**src/rtl/irrigation_pkg.sv**
```systemverilog
`default_nettype none
// ============================================================================
// Module      : irrigation_pkg
// Description : Shared definitions for the irrigation scheduler: the state
//               encoding (which is also the externally visible estado code),
//               default burst/rest timings and the round-robin pointer values.
// Revision    : 1.0 - initial release
// ============================================================================
package irrigation_pkg;

    // State codes double as the estado output seen by the display logic.
    typedef enum logic [2:0] {
        ST_IDLE  = 3'd0,
        ST_ASP   = 3'd1,
        ST_GOT   = 3'd2,
        ST_REST  = 3'd3,
        ST_FAULT = 3'd4
    } state_t;

    localparam int T_ASP_DEF  = 30;
    localparam int T_GOT_DEF  = 60;
    localparam int T_REST_DEF = 10;
    localparam int CNT_W_DEF  = 8;

    // Round-robin pointer: names the side that wins the next contested grant.
    localparam logic PTR_ASP = 1'b0;
    localparam logic PTR_GOT = 1'b1;

endpackage : irrigation_pkg
`default_nettype wire

```
**src/rtl/irrigation_tick_timer.sv**
```systemverilog
`default_nettype none
// ============================================================================
// Module      : irrigation_tick_timer
// Description : CNT_W-bit down-counter advanced by the timebase tick.
//               load has priority over clr, clr over decrement, so a tick on
//               the loading edge never eats into the freshly loaded value.
//               The counter saturates at 0; done flags the tick that moves
//               it from 1 to 0.
// Ports       : clock, Rst (async, active-high)
//               load/load_val : load a new interval
//               clr           : force count to 0
//               tick          : one-cycle decrement enable
//               count         : registered remaining ticks
//               done          : tick & (count == 1), combinational
// Revision    : 1.0 - initial release
// ============================================================================
module irrigation_tick_timer #(
    parameter int CNT_W = 8
) (
    input  logic             clock,
    input  logic             Rst,
    input  logic             load,
    input  logic [CNT_W-1:0] load_val,
    input  logic             clr,
    input  logic             tick,
    output logic [CNT_W-1:0] count,
    output logic             done
);

    logic [CNT_W-1:0] count_q;
    logic [CNT_W-1:0] count_d;

    always_comb begin
        count_d = count_q;
        if (load) begin
            count_d = load_val;
        end else if (clr) begin
            count_d = '0;
        end else if (tick && (count_q != '0)) begin
            count_d = count_q - 1'b1;
        end
    end

    always_ff @(posedge clock or posedge Rst) begin
        if (Rst) begin
            count_q <= '0;
        end else begin
            count_q <= count_d;
        end
    end

    assign count = count_q;
    assign done  = tick && (count_q == CNT_W'(1));

endmodule : irrigation_tick_timer
`default_nettype wire

```
**src/rtl/irrigation_scheduler.sv**
```systemverilog
`default_nettype none
// ============================================================================
// Module      : irrigation_scheduler
// Description : Time-shares the water supply between the sprinkler pump (Bs)
//               and the drip valve (Vs). One burst at a time, each followed by
//               a mandatory rest; contested requests are served round-robin.
//               Any level error or critical tank level forces FAULT, which
//               always exits through a rest interval.
// Ports       : clock, Rst (async, active-high), tick (timebase enable)
//               req_asp, req_got : level-sensitive watering requests
//               erro, nv_critico : fault sources
//               Bs, Vs           : registered actuator commands
//               busy             : state is not IDLE
//               estado           : state code 0..4
//               restante         : ticks left in the timed state
//               ciclos           : completed-burst count (only with
//                                  IRRIG_CYCLE_COUNT_EN defined)
// Options     : `define IRRIG_CYCLE_COUNT_EN adds the ciclos output and its
//               saturating 8-bit counter.
// Revision    : 1.0 - initial release
// ============================================================================
module irrigation_scheduler
    import irrigation_pkg::*;
#(
    parameter int T_ASP  = T_ASP_DEF,
    parameter int T_GOT  = T_GOT_DEF,
    parameter int T_REST = T_REST_DEF,
    parameter int CNT_W  = CNT_W_DEF
) (
    input  logic             clock,
    input  logic             Rst,
    input  logic             tick,
    input  logic             req_asp,
    input  logic             req_got,
    input  logic             erro,
    input  logic             nv_critico,
    output logic             Bs,
    output logic             Vs,
    output logic             busy,
    output logic [2:0]       estado,
    output logic [CNT_W-1:0] restante
`ifdef IRRIG_CYCLE_COUNT_EN
    ,
    output logic [7:0]       ciclos
`endif
);

    localparam logic [CNT_W-1:0] C_T_ASP  = CNT_W'(T_ASP);
    localparam logic [CNT_W-1:0] C_T_GOT  = CNT_W'(T_GOT);
    localparam logic [CNT_W-1:0] C_T_REST = CNT_W'(T_REST);

    state_t           state_q, state_d;
    logic             ptr_q, ptr_d;
    logic             bs_q, bs_d;
    logic             vs_q, vs_d;
    logic             busy_q, busy_d;

    logic             fault;
    logic             tmr_load;
    logic [CNT_W-1:0] tmr_val;
    logic             tmr_clr;
    logic             tmr_done;
    logic [CNT_W-1:0] tmr_count;

    assign fault = erro | nv_critico;

    irrigation_tick_timer #(
        .CNT_W (CNT_W)
    ) u_timer (
        .clock    (clock),
        .Rst      (Rst),
        .load     (tmr_load),
        .load_val (tmr_val),
        .clr      (tmr_clr),
        .tick     (tick),
        .count    (tmr_count),
        .done     (tmr_done)
    );

    // ------------------------------------------------------------------
    // Next-state, arbitration and timer control
    // ------------------------------------------------------------------
    always_comb begin
        state_d  = state_q;
        ptr_d    = ptr_q;
        tmr_load = 1'b0;
        tmr_val  = '0;
        tmr_clr  = 1'b0;

        if (fault) begin
            state_d = ST_FAULT;
            tmr_clr = 1'b1;
        end else begin
            case (state_q)
                ST_IDLE: begin
                    if (req_asp && req_got) begin
                        if (ptr_q == PTR_ASP) begin
                            state_d  = ST_ASP;
                            tmr_val  = C_T_ASP;
                            ptr_d    = PTR_GOT;
                        end else begin
                            state_d  = ST_GOT;
                            tmr_val  = C_T_GOT;
                            ptr_d    = PTR_ASP;
                        end
                        tmr_load = 1'b1;
                    end else if (req_asp) begin
                        state_d  = ST_ASP;
                        tmr_val  = C_T_ASP;
                        tmr_load = 1'b1;
                        ptr_d    = PTR_GOT;
                    end else if (req_got) begin
                        state_d  = ST_GOT;
                        tmr_val  = C_T_GOT;
                        tmr_load = 1'b1;
                        ptr_d    = PTR_ASP;
                    end
                end

                // Timeout and request drop both end the burst the same way.
                ST_ASP: begin
                    if (!req_asp || tmr_done) begin
                        state_d  = ST_REST;
                        tmr_val  = C_T_REST;
                        tmr_load = 1'b1;
                    end
                end

                ST_GOT: begin
                    if (!req_got || tmr_done) begin
                        state_d  = ST_REST;
                        tmr_val  = C_T_REST;
                        tmr_load = 1'b1;
                    end
                end

                // The final tick already takes the counter to 0.
                ST_REST: begin
                    if (tmr_done) begin
                        state_d = ST_IDLE;
                    end
                end

                // Reaching here means fault sampled low: recover via a rest.
                ST_FAULT: begin
                    state_d  = ST_REST;
                    tmr_val  = C_T_REST;
                    tmr_load = 1'b1;
                end

                default: begin
                    state_d = ST_IDLE;
                    tmr_clr = 1'b1;
                end
            endcase
        end

        // Actuators follow the next state so they switch with the state flop;
        // a single state drives each, so they can never both be high.
        bs_d   = (state_d == ST_ASP);
        vs_d   = (state_d == ST_GOT);
        busy_d = (state_d != ST_IDLE);
    end

    always_ff @(posedge clock or posedge Rst) begin
        if (Rst) begin
            state_q <= ST_IDLE;
            ptr_q   <= PTR_ASP;
            bs_q    <= 1'b0;
            vs_q    <= 1'b0;
            busy_q  <= 1'b0;
        end else begin
            state_q <= state_d;
            ptr_q   <= ptr_d;
            bs_q    <= bs_d;
            vs_q    <= vs_d;
            busy_q  <= busy_d;
        end
    end

    assign Bs       = bs_q;
    assign Vs       = vs_q;
    assign busy     = busy_q;
    assign estado   = state_q;
    assign restante = tmr_count;

`ifdef IRRIG_CYCLE_COUNT_EN
    // A burst completes on any burst->REST transition; fault aborts go to
    // FAULT instead and are therefore not counted.
    logic [7:0] ciclos_q, ciclos_d;
    logic       burst_end;

    assign burst_end = ((state_q == ST_ASP) || (state_q == ST_GOT)) &&
                       (state_d == ST_REST);

    always_comb begin
        ciclos_d = ciclos_q;
        if (burst_end && (ciclos_q != 8'hFF)) begin
            ciclos_d = ciclos_q + 8'd1;
        end
    end

    always_ff @(posedge clock or posedge Rst) begin
        if (Rst) begin
            ciclos_q <= 8'd0;
        end else begin
            ciclos_q <= ciclos_d;
        end
    end

    assign ciclos = ciclos_q;
`endif

endmodule : irrigation_scheduler
`default_nettype wire
```
**config.mk**
```make
export PLATFORM = sky130hd
export DESIGN_NAME = irrigation_scheduler
export DESIGN_NICKNAME = d
export VERILOG_FILES = /design/src/rtl/irrigation_pkg.sv /design/src/rtl/irrigation_tick_timer.sv /design/src/rtl/irrigation_scheduler.sv
export SDC_FILE = /design/constraint.sdc
export NUM_CORES = 1
export LEC_CHECK = 0
export ABC_AREA = 1
export ABC_CLOCK_PERIOD_IN_PS = 1900
export CAP_MARGIN = 10
export CORE_ASPECT_RATIO = 1.4
export CORE_MARGIN = 3
export CORE_UTILIZATION = 50
export CTS_CLUSTER_SIZE = 8
export DETAILED_ROUTE_END_ITERATION = 10
export PLACE_DENSITY_LB_ADDON = 0.1
export SYNTH_ARGS = -nofsm -noshare
export SYNTH_HDL_FRONTEND = slang
export SYNTH_SLANG_ARGS = --single-unit
```
**constraint.sdc**
```tcl
create_clock -name clock -period 1.9 [get_ports clock]
set_input_delay 0.38 -clock clock [delete_from_list [all_inputs] [get_ports clock]]
set_output_delay 0.38 -clock clock [all_outputs]
set_load 0.02 [all_outputs]
```
After elaboration in Yosys (flattened, before gate mapping)

Cells that the tools add are included.
W data, S select, Z words.

Register bits: 15
Input port bits: 7
Output and inout port bits: 14
Word-level logic and storage cells: 63

Add/sub/neg operators: 1
Equal/unequal tests: 7
Muxes and demuxes: 33
Bitwise gates (word level): 2
Reduce and logical (&&, ||, !) cells: 14

Operator list:

| operator              | number |
|---|---|
| $mux W8               | 5 |
| $pmux W8 S4           | 1 |
| $mux W3               | 7 |
| $mux W6               | 3 |
| $pmux W3 S5           | 1 |
| $mux W1               | 12 |
| $eq A3 B2 Y1 const B  | 3 |
| $reduce_bool A3 Y1    | 3 |
| $eq A8 B1 Y1 const B  | 1 |
| $mux W4               | 2 |
| $reduce_bool A8 Y1    | 1 |
| $sub A8 B1 Y8 const B | 1 |
| $eq A3 B1 Y1 const B  | 2 |
| $reduce_or A5 Y1      | 1 |
| $pmux W1 S4           | 1 |
| $eq A3 B3 Y1 const B  | 1 |
| $logic_and A1 B1 Y1   | 3 |
| $logic_not A3 Y1      | 1 |
| $reduce_and A3 Y1     | 1 |
| $logic_not A1 Y1      | 2 |
| $logic_or A1 B1 Y1    | 2 |
| $mux W2               | 1 |
| $not A1 Y1            | 1 |
| $or A1 B1 Y1          | 1 |

Longest topological paths before layout

Depth after elaboration: 7
Depth in mapped cells: 14
Gate-level depth less buffers: 13

Modules after synthesis

A second synthesis with hierarchy kept.

Cell total of the unflattened synthesis: 164
Area total of the unflattened synthesis: 1,146.1 µm²

By module, submodules not included:

| module                | instances | cells each | area an instance (µm²) | sequential area each (µm²) |
|---|---|---|---|---|
| irrigation_tick_timer | 1         | 97         | 673.1                  | 200.2 |
| irrigation_scheduler  | 1         | 67         | 473.0                  | 175.2 |

Worst setup path before layout

Ideal clock, no wire load.

Kind: reg2reg
Start point: register u_timer.count_q[1] (netlist: u_timer.count[1])
End point: register u_timer.count_q[4] (netlist: u_timer.count[4])
Library setup time: 0.117 ns
Data arrival time: 1.551 ns
Slack: 0.232 ns
Stages on the path, launching flop included: 15
Path buffers: 1
Path through: dfrtp_1 -> inv_1 -> ha_1 -> nand2_1 -> nor2_2 -> nand2_4 -> nand2_1 -> a21oi_2 -> nand2_1 -> nand2_2 -> buf_6 -> nand2_2 -> nand2_1 -> nand2_1 -> nand2_1

Longest elaborated chain between the ends: 7
Elaborated cells on any way between the ends: 15
Those cells by class: 1 x add/sub; 1 x eq/ne; 7 x mux; 6 x reduce/logical

RTL lines:

| item                                                                  | line                                                     | text |
|---|---|---|
| from (decl)                                                           | irrigation_tick_timer.sv:30                              | `logic [CNT_W-1:0] count_q;` |
| from (signal assigned)                                                | irrigation_tick_timer.sv:48                              | `count_q <= count_d;` |
| $eq A8 B1 Y1                                                          | irrigation_tick_timer.sv:53                              | `assign done = tick && (count_q == CNT_W'(1));` |
| $logic_and A1 B1 Y1                                                   | irrigation_tick_timer.sv:53                              |  |
| $logic_or A1 B1 Y1, on equally long branches                          | irrigation_scheduler.sv:130, irrigation_scheduler.sv:122 |  |
| $mux W1, on equally long branches                                     | irrigation_scheduler.sv:130, irrigation_scheduler.sv:122 |  |
| $pmux W1 S4                                                           | irrigation_scheduler.sv:94                               | `case (state_q)` |
| $mux W1                                                               | irrigation_scheduler.sv:90                               | `if (fault) begin` |
| $reduce_bool A3 Y1 (no source line) / $mux W8 (equally long branches) | -                                                        |  |

Several ways; a longest one is shown, not always the timed one. The select of a mux whose other input is x is not followed.
A chain may end at the register's enable or synchronous reset.

Worst setup path in the final report

Start point: register state_q[1] (netlist: estado[1])
End point: output estado[1]

RTL lines:

| item                   | line                        | text |
|---|---|---|
| from (decl)            | irrigation_scheduler.sv:52  | `state_t state_q, state_d;` |
| from (signal assigned) | irrigation_scheduler.sv:173 | `state_q <= state_d;` |
| to (decl)              | irrigation_scheduler.sv:40  | `output logic [2:0] estado,` |

No word-level cell between the ends.

==> out/results.ini <==
[critical_path]
critPathArrivalTime_ns = 1.42
slowest_stage = clkdlybuf4s50_1
worst_setup_path_end_kind = output pin
crit_chain = clkdlybuf4s50_1
worstPathRequired_ns = 1.52
start_kind = register
r2r-start = u_timer.count[1]
max_stage_delay_ns = 0.65
path_delay_family = buffers and inverters
path_buf_inv = 1
crit_start = estado[1]
path_class = register to output pin
critPathMaxFanout = 6

[worst_hold_path]
hp-class = input port to asynchronous set/reset pin

[power_and_ir_drop]
ir_worst_vdd_mv = 0.548
p_leak_nw = 0.665
power-per-cell-area_nw_per_um2 = 741

[finish]
multi_input_area_um2 = 567
fin_cells = 183
fillers = 161
syn2layout_area_growth_pct = 28.8
seqCellArea_um2 = 375
drive_gt1_frac = 0.227
layout.nets = 174
diodes = 0

[placed_design]
place.gp.congestion = 0.868
port_buffers = 20
place_inst = 178
hpwlAfterDp_mm = 1.90

[clock_tree]
clk_pin_slew_ns = 0.10
clk_latency_ns = 0.30
cts_sinks = 15
clock_path_buffers = 2
cts_tree = built
cts_root_buf = clkbuf_4
cts_buffers = 3
cts_hold_buf = 0
htreeDepth = 1

[synth]
yosysSeqAreaShare = 0.371
synth.most_common_cell = nand2_1
synth_top_cell_by_area = dfrtp_1
synth_edf_count = 0
synthDistinctLibCells = 23
syn_inst = 134
synthTopCellsByArea = dfrtp_1 (37%), nand2_1 (13%), nor2_1 (5.2%), nand2_2 (4.9%), inv_1 (4.4%)
synth.top_cell.area_share = 0.371
synth_area_um2 = 1010
synth-main-ff-cell = dfrtp_1
async_flop_share = 1.00
ys_seq_elements = 15
yosys_warnings = 0
syn-num-nets = 144
synth_area_per_cell_um2 = 7.55
ys_top_cells_by_count = nand2_1 (35), dfrtp_1 (15), nor2_1 (14), inv_1 (12)

[grt]
grt_use_met3 = 0.0243
grt_antenna_before_repair = 0
grt.busiest_layer = met2
first_global_vias = 972
grt_use_total = 0.210
grt_pass1_wl_mm = 4.04
grtUsageMet2 = 0.400
grt_use_met1 = 0.222
grt_max_degree = 16
grt-ovfl-total = 0

[route]
wl_per_cell_um = 13.2
drt-initial-drc-count = 24
finalWirelength_mm = 2.42
viasPerCell = 5.15
num_vias = 942
firstDrtPassIters = 4
ant_nets = 0
drcViolationCount = 0

[sta]
setup_viol = 0
whs_ns = 0.445
skew_ns = 0.00110
drv_slew = 0
period_share = 0.945
fmax_ghz = 0.557
rsz0062_at_grt = false
slew_headroom = 0.584
hold_violations = 0
period_needed_ns = 1.80
worst_slew_pin_slew_ns = 0.624

[die]
die_x_um = 44.0
die_h_um = 59.2
rows = 18
fp.dieArea_um2 = 2610
ios = 21
core_area_um2 = 1850
initial_core_util = 0.548

[run]
timing.max_cap.violations = 0

[run_status]
status = complete, no violations

sequential cells by signal, indices dropped and copies added, names as in the netlist:
register / flops
u_timer.count: 8
Bs: 1
estado: 3
busy: 1
Vs: 1
ptr_q: 1
routing by layer:
layer,wire length (um),vias up
met2,1340,25
met5,0,-
met4,49,0
met3,71,5
li1,-,484
met1,959,428
metrics by stage:
step	setup WS, ns	power, mW	area (um^2)	setup TNS, ns	utilization
finish	0.104	0.966	1300	0	0.706
global placement	-0.00123	0.755	1260	-0.00123	0.684
floorplan	0.232	0.638	1010	0	-
global route	0.0151	1.03	1300	0	0.706
CTS	0.0775	0.954	1290	0	0.699
detailed placement	-0.0538	0.763	1260	-0.160	0.684
what timing repair did:
item	4_1_cts	5_1_grt
setup endpoints to repair	0	4
gates resized for setup	0	1
buffers inserted	0	1
final timing paths:
path,end,slack [ns],cells past startpoint
max,estado[1],0.10,1
min in group clock,ptr_q,0.51,2
min,u_timer.count[4],0.44,2
min reg2reg,ptr_q,0.51,2
max in group asynchronous,busy,1.06,2
max reg2reg,u_timer.count[2],0.16,12
power breakdown:
group / internal (mW) / switching, mW / total, mW
logic: 0.156 / 0.229 / 0.384
registers: 0.350 / 0.0326 / 0.382
clock network: 0.0786 / 0.121 / 0.199
total: 0.584 / 0.382 / 0.966
placed cells by master, fill, tap and decap left out, drive strengths merged:
cell type	netlist	layout
a21oi	6	6
buf	1	6
clkbuf	0	3
clkdlybuf4s50	0	20
clkinv	0	1
dfrtp	15	15
ha	3	3
inv	17	17
nand2	45	45
nand3	8	8
nand4	6	6
nor2	19	19
nor3	3	3
nor3b	1	1
nor4	1	1
o21ai	2	2
o311ai	1	1
or2	1	1
xor2	5	5
kinds of logic (layout without fill, tap and decap cells):
family                   count (synthesis)  after routing  share of synthesized area
flip-flops                              15             15                      0.371
XOR/XNOR                                 5              5                     0.0433
AO/OA/AOI/OAI                            9              9                     0.0593
AND/OR/NAND/NOR                         84             84                      0.415
buffers and inverters                   18             47                     0.0742
adder cells (fa/ha/maj)                  3              3                     0.0371
area by class of cell:
type	instances	area share
multi-input cells	101	0.435
clock inverters	1	0.00384
repair buffers	26	0.188
flip-flops and latches	15	0.288
clock buffers	3	0.0173
well taps	20	0.0192
inverters	17	0.0489
Power figures use the tool's default switching activity.
